[src/rtl/i2c_defines.sv]
//==============================================================================
// Module      : i2c_defines (package)
// Description : Shared register addresses, CTR/CR/SR bit indices and reset
//               constants for the I2C Wishbone register front-end.
// Revision    : 1.0 - initial release
//==============================================================================
`default_nettype none

package i2c_defines;

    // Wishbone register addresses
    localparam logic [2:0] c_ADR_PRERLO = 3'd0;
    localparam logic [2:0] c_ADR_PRERHI = 3'd1;
    localparam logic [2:0] c_ADR_CTR    = 3'd2;
    localparam logic [2:0] c_ADR_TXRX   = 3'd3;   // write TXR / read RXR
    localparam logic [2:0] c_ADR_CRSR   = 3'd4;   // write CR  / read SR

    // CTR bit indices
    localparam int c_CTR_EN   = 7;
    localparam int c_CTR_IEN  = 6;
    localparam int c_CTR_SRST = 0;

    // CR bit indices
    localparam int c_CR_START = 7;
    localparam int c_CR_STOP  = 6;
    localparam int c_CR_READ  = 5;
    localparam int c_CR_WRITE = 4;
    localparam int c_CR_IACK  = 0;

    // Status bit index of arbitration-lost
    localparam int c_ST_AL = 5;

    // Prescaler reset value
    localparam logic [15:0] c_PRER_RST = 16'hFFFF;

endpackage

`default_nettype wire

[src/rtl/i2c_prescaler.sv]
//==============================================================================
// Module      : i2c_prescaler
// Description : 16-bit down-counter reloaded from PRER. Emits a one-cycle
//               tick every PRER+1 clocks while enabled; PRER=0 gives a
//               constant-high tick. Disabled: counter held at PRER, tick=0.
// Ports       : clk   - clock
//               rst_  - asynchronous active-low reset
//               en    - prescaler enable (CTR.EN)
//               prer  - reload value
//               tick  - prescaler tick output
// Revision    : 1.0 - initial release
//==============================================================================
`default_nettype none

module i2c_prescaler
    import i2c_defines::*;
(
    input  logic        clk,
    input  logic        rst_,
    input  logic        en,
    input  logic [15:0] prer,
    output logic        tick
);

    logic [15:0] r_cnt;
    logic        r_tick;
    logic        w_zero;

    assign w_zero = (r_cnt == 16'd0);

    // While disabled the counter sits at PRER, so the first tick after
    // enabling lands exactly PRER+1 cycles later.
    always_ff @(posedge clk or negedge rst_) begin
        if (!rst_) begin
            r_cnt  <= c_PRER_RST;
            r_tick <= 1'b0;
        end else if (!en) begin
            r_cnt  <= prer;
            r_tick <= 1'b0;
        end else begin
            r_tick <= w_zero;
            r_cnt  <= w_zero ? prer : (r_cnt - 16'd1);
        end
    end

    // Gate with en so the tick drops in the same cycle EN is cleared.
    assign tick = r_tick & en;

endmodule

`default_nettype wire

[src/rtl/i2c_wb_regs.sv]
//==============================================================================
// Module      : i2c_wb_regs
// Description : Wishbone register front-end for an I2C master core.
//               Holds PRER, CTR, TXR, RXR, CR, the interrupt flag, and the
//               clock prescaler; single-cycle acked Wishbone slave.
// Ports       : clk, rst_             - clock, async active-low reset
//               wb_*                  - Wishbone slave (adr 3b, data 8b)
//               din/cmd/wr_en         - TXR, CR, transmit-pending to core
//               master/nReset/scl_gen - CTR.EN, soft reset pulse, tick
//               dout/status           - received byte and core status
//               wr_done/rd_done       - byte transfer completion pulses
// Revision    : 1.0 - initial release
//==============================================================================
`default_nettype none

module i2c_wb_regs
    import i2c_defines::*;
(
    input  logic       clk,
    input  logic       rst_,
    // Wishbone slave
    input  logic [2:0] wb_adr_i,
    input  logic [7:0] wb_dat_i,
    output logic [7:0] wb_dat_o,
    input  logic       wb_we_i,
    input  logic       wb_stb_i,
    input  logic       wb_cyc_i,
    output logic       wb_ack_o,
    output logic       wb_inta_o,
    // Core side
    output logic [7:0] din,
    output logic [7:0] cmd,
    output logic       wr_en,
    output logic       master,
    output logic       nReset,
    output logic       scl_gen,
    input  logic [7:0] dout,
    input  logic [7:0] status,
    input  logic       wr_done,
    input  logic       rd_done
);

    logic        r_ack;
    logic        r_bus_hold;
    logic [7:0]  r_dat_o;
    logic [15:0] r_prer;
    logic        r_en;
    logic        r_ien;
    logic [7:0]  r_txr;
    logic [7:0]  r_rxr;
    logic [3:0]  r_cmd;
    logic        r_wr_en;
    logic        r_irq;
    logic        r_nreset;
    logic        r_al_d;

    logic        w_req;
    logic        w_acc;
    logic        w_wr;
    logic        w_wr_prlo;
    logic        w_wr_prhi;
    logic        w_wr_ctr;
    logic        w_wr_txr;
    logic        w_wr_cr;
    logic        w_srst;
    logic        w_iack;
    logic        w_al_rise;
    logic        w_cmd_clr;
    logic        w_irq_set;
    logic        w_tick;
    logic [7:0]  w_rd_data;

    //--------------------------------------------------------------------------
    // Bus decode
    //--------------------------------------------------------------------------
    assign w_req = wb_cyc_i & wb_stb_i;
    // r_bus_hold is set by reset and released once the bus goes idle, so a
    // strobe left over from an access interrupted by reset is never
    // re-accepted after reset release.
    assign w_acc = w_req & ~r_ack & ~r_bus_hold;
    assign w_wr  = w_acc & wb_we_i;

    assign w_wr_prlo = w_wr & (wb_adr_i == c_ADR_PRERLO) & ~r_en;
    assign w_wr_prhi = w_wr & (wb_adr_i == c_ADR_PRERHI) & ~r_en;
    assign w_wr_ctr  = w_wr & (wb_adr_i == c_ADR_CTR);
    assign w_wr_txr  = w_wr & (wb_adr_i == c_ADR_TXRX);
    assign w_wr_cr   = w_wr & (wb_adr_i == c_ADR_CRSR);
    assign w_srst    = w_wr_ctr & wb_dat_i[c_CTR_SRST];
    assign w_iack    = w_wr_cr & wb_dat_i[c_CR_IACK];

    assign w_al_rise = status[c_ST_AL] & ~r_al_d;
    assign w_cmd_clr = rd_done | wr_done | w_al_rise | ~r_en;
    assign w_irq_set = rd_done | wr_done | w_al_rise;

    always_comb begin
        w_rd_data = 8'h00;
        case (wb_adr_i)
            c_ADR_PRERLO: w_rd_data = r_prer[7:0];
            c_ADR_PRERHI: w_rd_data = r_prer[15:8];
            c_ADR_CTR:    w_rd_data = {r_en, r_ien, 6'b000000};
            c_ADR_TXRX:   w_rd_data = r_rxr;
            c_ADR_CRSR:   w_rd_data = {status[7:1], r_irq};
            default:      w_rd_data = 8'h00;
        endcase
    end

    //--------------------------------------------------------------------------
    // Wishbone handshake
    //--------------------------------------------------------------------------
    always_ff @(posedge clk or negedge rst_) begin
        if (!rst_) begin
            r_ack      <= 1'b0;
            r_bus_hold <= 1'b1;
            r_dat_o    <= 8'h00;
        end else begin
            r_ack <= w_acc;
            if (!w_req) begin
                r_bus_hold <= 1'b0;
            end
            if (w_acc) begin
                r_dat_o <= w_rd_data;
            end
        end
    end

    //--------------------------------------------------------------------------
    // Configuration registers (untouched by soft reset)
    //--------------------------------------------------------------------------
    always_ff @(posedge clk or negedge rst_) begin
        if (!rst_) begin
            r_prer <= c_PRER_RST;
            r_en   <= 1'b0;
            r_ien  <= 1'b0;
            r_txr  <= 8'h00;
            r_rxr  <= 8'h00;
        end else begin
            if (w_wr_prlo) begin
                r_prer[7:0] <= wb_dat_i;
            end
            if (w_wr_prhi) begin
                r_prer[15:8] <= wb_dat_i;
            end
            if (w_wr_ctr) begin
                r_en  <= wb_dat_i[c_CTR_EN];
                r_ien <= wb_dat_i[c_CTR_IEN];
            end
            if (w_wr_txr) begin
                r_txr <= wb_dat_i;
            end
            if (rd_done) begin
                r_rxr <= dout;
            end
        end
    end

    //--------------------------------------------------------------------------
    // Command, transmit-pending, interrupt and soft-reset state
    //--------------------------------------------------------------------------
    always_ff @(posedge clk or negedge rst_) begin
        if (!rst_) begin
            r_cmd    <= 4'h0;
            r_wr_en  <= 1'b0;
            r_irq    <= 1'b0;
            r_nreset <= 1'b0;
            r_al_d   <= 1'b0;
        end else begin
            r_nreset <= w_srst;
            r_al_d   <= status[c_ST_AL];

            if (w_srst) begin
                r_cmd   <= 4'h0;
                r_wr_en <= 1'b0;
                r_irq   <= 1'b0;
            end else begin
                // A CR write beats any simultaneous clear condition.
                if (w_wr_cr) begin
                    r_cmd <= wb_dat_i[c_CR_START:c_CR_WRITE];
                end else if (w_cmd_clr) begin
                    r_cmd <= 4'h0;
                end

                // A TXR write beats a simultaneous wr_done.
                if (w_wr_txr) begin
                    r_wr_en <= 1'b1;
                end else if (wr_done) begin
                    r_wr_en <= 1'b0;
                end

                // A new event beats a simultaneous IACK.
                if (w_irq_set) begin
                    r_irq <= 1'b1;
                end else if (w_iack) begin
                    r_irq <= 1'b0;
                end
            end
        end
    end

    //--------------------------------------------------------------------------
    // Prescaler
    //--------------------------------------------------------------------------
    i2c_prescaler u_prescaler (
        .clk  (clk),
        .rst_ (rst_),
        .en   (r_en),
        .prer (r_prer),
        .tick (w_tick)
    );

    //--------------------------------------------------------------------------
    // Outputs
    //--------------------------------------------------------------------------
    assign wb_ack_o  = r_ack;
    assign wb_dat_o  = r_dat_o;
    assign wb_inta_o = r_irq & r_ien;
    assign din       = r_txr;
    assign cmd       = {r_cmd, 4'b0000};
    assign wr_en     = r_wr_en;
    assign master    = r_en;
    assign nReset    = r_nreset;
    assign scl_gen   = w_tick;

endmodule

`default_nettype wire

[config.mk]
export PLATFORM = sky130hd
export DESIGN_NAME = i2c_wb_regs
export DESIGN_NICKNAME = d
export VERILOG_FILES = /design/src/rtl/i2c_defines.sv /design/src/rtl/i2c_prescaler.sv /design/src/rtl/i2c_wb_regs.sv
export SDC_FILE = /design/constraint.sdc
export NUM_CORES = 1
export LEC_CHECK = 0
export ABC_AREA = 1
export CORE_MARGIN = 2
export CORE_UTILIZATION = 30
export CTS_BUF_LIST = sky130_fd_sc_hd__clkbuf_16
export DETAILED_ROUTE_END_ITERATION = 10
export GPL_TIMING_DRIVEN = 0
export RECOVER_POWER = 25
export SYNTH_ARGS = -nofsm -noshare
export SYNTH_HDL_FRONTEND = slang
export SYNTH_SLANG_ARGS = --single-unit
export TNS_END_PERCENT = 5
[constraint.sdc]
create_clock -name clk -period 3 [get_ports clk]
set_clock_uncertainty 0.1 [all_clocks]
set_input_delay 0.6 -clock clk [delete_from_list [all_inputs] [get_ports clk]]
set_output_delay 0.6 -clock clk [all_outputs]
set_load 0.02 [all_outputs]
Word-level counts from Yosys, hierarchy flattened
Index checks and enable logic that the tools add are counted.
{ "op_classes": {"addsub": 1, "mul": 0, "div_mod_pow": 0, "magnitude_cmp": 0, "eq_ne": 4, "shifts": 0, "mux": 13, "bitwise": 23, "n_reduce_logical": 5} }
{ "ops": {"columns": ["cell", "n"], "rows": [
  ["$pmux 8 s5", 1],
  ["$mux 16", 2],
  ["$and 1x1->1", 16],
  ["$logic_not 16->1", 1],
  ["$sub 16x1->16 const B", 1],
  ["$mux 4", 3],
  ["$reduce_bool 3->1", 3],
  ["$mux 1", 7],
  ["$eq 3x2->1 const B", 2],
  ["$not 1->1", 4],
  ["$eq 3x1->1 const B", 1],
  ["$eq 3x3->1 const B", 1],
  ["$logic_not 3->1", 1],
  ["$or 1x1->1", 3]
]} }
{ "totals": {"reg_bits": 69, "latchBits": 0, "mem_bits_rw": 0, "mem_bits_ro": 0, "input_bits": 34, "out_inout_bits": 30, "wordCells": 62, "mem_count": 0} }

Longest topological paths before layout
{ "logic_depth": {"ltp_word": 9, "mapped_depth": 10} }

Hierarchy
A second synthesis with hierarchy kept.
{ "hier_totals": {"cells_unflattened": 458, "area_unflattened_um2": 3679.8} }
{ "modules_own_cells": {"columns": ["module", "n_inst", "cells_each", "area_per_inst_um2", "seq_area_each_um2"], "rows": [
  ["i2c_wb_regs", 1, 271, 2393.5, 1322.5],
  ["i2c_prescaler", 1, 187, 1286.2, 445.4]
]} }

Worst setup path before layout
No wires, ideal clock.
{ "synth_path": {"path_type": "register to output", "startpoint": "register r_en (netlist: master)", "endpoint": "output scl_gen", "t_arrival_ns": 1.004, "required_ns": 2.300, "slack_ns": 1.296, "stages_incl_launch_ff": 4, "path_buffers": 1, "path_cell_list": "dfrtp_1 > clkbuf_1 > nand2_1 > inv_1"} }
{ "synth_via": {"elab_chain_cells": 1} }
{ "synth_lines": {"columns": ["element", "line", "text"], "rows": [
  ["from (decl)", "i2c_wb_regs.sv:47", "logic r_en;"],
  ["from (signal assigned)", "i2c_wb_regs.sv:144", "r_en <= wb_dat_i[c_CTR_EN];"],
  ["$and 1x1->1", "i2c_prescaler.sv:47", "assign tick = r_tick & en;"],
  ["to (decl)", "i2c_wb_regs.sv:36", "output logic scl_gen,"]
]} }
No other way between the ends.

Worst setup path in the final report
Ends and elaborated chain as after synthesis.

==> qor.yml <==
worst_setup_path:
  crit_path_max_incr_delay_ns: 0.59
  critical_path_buf_inv_count: 3
  critical_path_type: "reg2out"
  critical_path_source_type: "flip-flop"
  worst_r2r_startpoint: "u_prescaler.r_cnt[0]$_DFF_PN1_"
  worstSetupEndpointType: "output port"
  crit_slowest_cell: "sky130_fd_sc_hd__clkdlybuf4s50_1"
  path_delay_family: "buffers and inverters"
  critical_path_cell_count: 4
  worst-r2r-setup-slack_ns: 1.17
  worst-path-max-fanout: 10
  required_time_of_the_critical_path_ns: 2.30
  startpoint: "master$_DFFE_PN0N_"
  cp.arrival_ns: 1.99
  path_cells: "clkbuf_1 -> nand2_1 -> inv_1 -> clkdlybuf4s50_1"
  crit-reg2reg-capture: "u_prescaler.r_cnt[7]$_DFF_PN1_"
  timing.reg2reg.worst_path_depth: 8
detailed_routing:
  vias: 2961
  antenna_violating_nets_post_route: 0
  drc_viols: 0
  drt_first_iter_violations: 131
  avgViaCountPerCell: 4.56
  pre_antenna_drt_iters: 4
  wire_length_per_cell_um: 13.3
  postRouteWirelength_um: 8630
floorplanning:
  pin_count: 64
  die-width_um: 112
  std_cell_rows: 39
  die_ar_sq_um: 12500
  core_area_sq_um: 11400
  floorplan.initialDensity_pct: 30.5
  floorplan.die.height_um: 112
grt:
  grt_pass1_wl_um: 14400
  grt_max_degree: 70
  grt.total_usage_pct: 14.6
  initial_antenna_violation_count: 0
  vias_in_the_first_global_route: 2970
  grt_overflow: 0
clock_tree:
  cts_repair_resize_count: 0
  cts_setup_buffers: 0
  holdBufCountCts: 0
  cts.htree.levels: 3
  ctsLongestPathBuffers: 2
  cts.reportedPaths.clkPinSlew_ns: 0.06
  clock_buffer_count_from_cts: 9
  tritoncts_clock_tree: "done"
  clock_sink_count: 69
  buffer_cell_driving_the_clock_tree_root: "sky130_fd_sc_hd__clkbuf_16"
  clk_latency_ns: 0.33
sta:
  period_minus_slack_ns: 2.69
  max_clock_freq_mhz: 372
  grt_setup_unrepaired: "false"
  tightest_slew_ns: 1.69
  setup_violations: 0
  slew_viol_final: 70
  hold_violations: 0
  slew_headroom_pct: -12.6
  timing.final.crit_share_pct: 89.6
synth:
  yosys_warnings: 0
  synthesis.area_per_instance_sq_um: 8.10
  postSynthRegisterBits: 69
  ys_seq_area_share_pct: 50.9
  cell_variety_after_synth: 31
  syn-instance-count: 429
  synth_area_sq_um: 3470
pwr:
  swShare_pct: 33.5
  pwr-share-seq_pct: 40.2
  power_frac_comb_pct: 28.3
  total_power_uw: 3300
  power.share.clock_pct: 31.5
  standby_leakage_power_uw: 0.00216
  power.density_cell_area_nw_per_um2: 729
  intPower_uw: 2200
  ir_worst_vdd_mv: 0.416
  total_switching_power_uw: 1110
final_layout:
  area_growth_pct: 30.5
  drive_gt1_share_pct: 18.0
  antenna_cells: 0
  final_net_count: 537
  final_core_utilization_pct: 39.9
  finish.cell_count_without_fillers: 649
  finish.instance_area_sq_um: 4530
worst_hold_path:
  min_delay_worst_endpoint: "r_bus_hold$_DFFE_PN1P_"
  worstHoldPathType: "reg2reg"
  hold_path_depth: 2
  timing.hold.worst.start: "r_bus_hold$_DFFE_PN1P_"
placed_design:
  detailed_place_hpwl_um: 6540
  globalplace.congestion: 0.861
  numPortBuffers: 58
  place.detailed.instances: 633
  dpl-instance-area_sq_um: 4240
flow_run:
  cap_violations: 1
status:
  failing_checks: "max-capacitance violations, max-slew violations"
  outcome: "complete, but fails checks"
synth_stat cells, drive strengths merged:
| library cell | count | area share (%) |
|---|---|---|
| dfstp | 33 | 25 |
| clkbuf | 2 | 0.22 |
| xor2 | 1 | 0.25 |
| mux2 | 1 | 0.32 |
| buf | 9 | 2.1 |
| o21ai | 54 | 9.5 |
| a21oi | 4 | 0.58 |
| nor2 | 37 | 4.4 |
| nand3b | 3 | 0.65 |
| dfrtp | 36 | 26 |
| nand3 | 19 | 2.9 |
| inv | 42 | 4.6 |
| conb | 1 | 0.11 |
| ha | 2 | 0.72 |
| nand2 | 174 | 20 |
| xnor2 | 6 | 1.5 |
| nor3 | 4 | 1.4 |
| and2 | 1 | 0.18 |
worst max-delay path by stage:
stage                      endpoint  slack [ns]
2_1_floorplan               scl_gen        1.30
3_3_place_gp     din[2]$_DFFE_PN0P_       -1.07
3_5_place_dp   r_cmd[2]$_DFFE_PN0P_        0.63
4_1_cts                     scl_gen        0.31
5_1_grt                     scl_gen        0.21
6_report                    scl_gen        0.31
tightest hold or removal path, stage by stage (launching register included):
cell,delay (ns)
sky130_fd_sc_hd__dfstp_2,0.37
sky130_fd_sc_hd__inv_1,0.04
sky130_fd_sc_hd__nor2_1,0.04
power groups by stage:
stage | sequential, uW | clock, uW | combinational, uW
after global routing | 1350 | 1110 | 1060
final | 1330 | 1040 | 936
after floorplan | 1330 | 0 | 614
after CTS | 1330 | 1060 | 943
after global placement | 1340 | 0 | 927
after detailed placement | 1340 | 0 | 934
sequential cells by signal, indices dropped and copies added, names as in the netlist, 4 cells and up:
signal             count
din                    8
r_cmd                  4
r_prer                16
r_rxr                  8
u_prescaler.r_cnt     16
wb_dat_o               8
stage by stage:
stage	worst slack (ns)	hold WS, ns	setup TNS (ns)
2_1_floorplan	1.30	0.204	0
3_3_place_gp	-1.07	0.337	-47.47
3_5_place_dp	0.628	0.341	0
4_1_cts	0.309	0.323	0
5_1_grt	0.212	0.360	0
6_report	0.312	0.350	0
cell usage in the layout, fill, tap and decap left out, types with 2 or more instances in the layout:
cell                              synthesis  routed
sky130_fd_sc_hd__nand2_4                  3       3
sky130_fd_sc_hd__nor3_4                   2       2
sky130_fd_sc_hd__a21oi_1                  4       4
sky130_fd_sc_hd__clkdlybuf4s50_1          0      55
sky130_fd_sc_hd__nor2_2                   2       2
sky130_fd_sc_hd__clkbuf_1                 2       2
sky130_fd_sc_hd__dfrtp_1                 36      36
sky130_fd_sc_hd__xnor2_1                  6       6
sky130_fd_sc_hd__nand3_1                 18      18
sky130_fd_sc_hd__clkinv_4                 0       2
sky130_fd_sc_hd__buf_4                    6       6
sky130_fd_sc_hd__nand2_1                167     167
sky130_fd_sc_hd__conb_1                   1       4
sky130_fd_sc_hd__ha_1                     2       2
sky130_fd_sc_hd__inv_2                    2       2
sky130_fd_sc_hd__o21ai_1                  3       3
sky130_fd_sc_hd__o21ai_2                 16      16
sky130_fd_sc_hd__inv_1                   39      40
sky130_fd_sc_hd__o21ai_0                 35      35
sky130_fd_sc_hd__dfstp_2                 33      33
sky130_fd_sc_hd__dlygate4sd3_1            0       2
sky130_fd_sc_hd__nand3b_1                 3       3
sky130_fd_sc_hd__nor2_1                  34      34
sky130_fd_sc_hd__buf_6                    2       2
sky130_fd_sc_hd__nand2_2                  4       4
sky130_fd_sc_hd__clkbuf_16                0       9
layout make-up:
cell class / instances / area, sq um
Fill cell: 1129 / 6840
Inverter: 42 / 160
Buffer: 11 / 80.1
Clock inverter: 7 / 67.6
Sequential cell: 69 / 1770
Clock buffer: 9 / 225
Multi-Input combinational cell: 310 / 1480
Tap cell: 143 / 179
Timing Repair Buffer: 58 / 576
cells by family (layout without fill, tap and decap cells):
| logic type | after synthesis | count (layout) | synth area share (%) |
|---|---|---|---|
| DFF | 69 | 69 | 50.9 |
| AOI/OAI and AO/OA | 58 | 58 | 10.1 |
| adders and majority gates | 2 | 2 | 0.720 |
| buffers and inverters | 53 | 127 | 6.92 |
| xor gates and xnor gates | 7 | 7 | 1.77 |
| and+or+nand+nor | 238 | 238 | 29.2 |
| other | 1 | 4 | 0.108 |
| muxes | 1 | 1 | 0.324 |
per-layer routing:
| metal | up-vias | share of wire (%) | GRT usage [%] |
|---|---|---|---|
| met5 | - | 0 | 0 |
| met1 | 1387 | 45 | 18.6 |
| met3 | 18 | 5.0 | 3.76 |
| met2 | 81 | 48 | 23.7 |
| li1 | 1475 | - | - |
| met4 | 0 | 2.4 | 6.01 |
No activity file was read; power rests on OpenSTA's default activity.
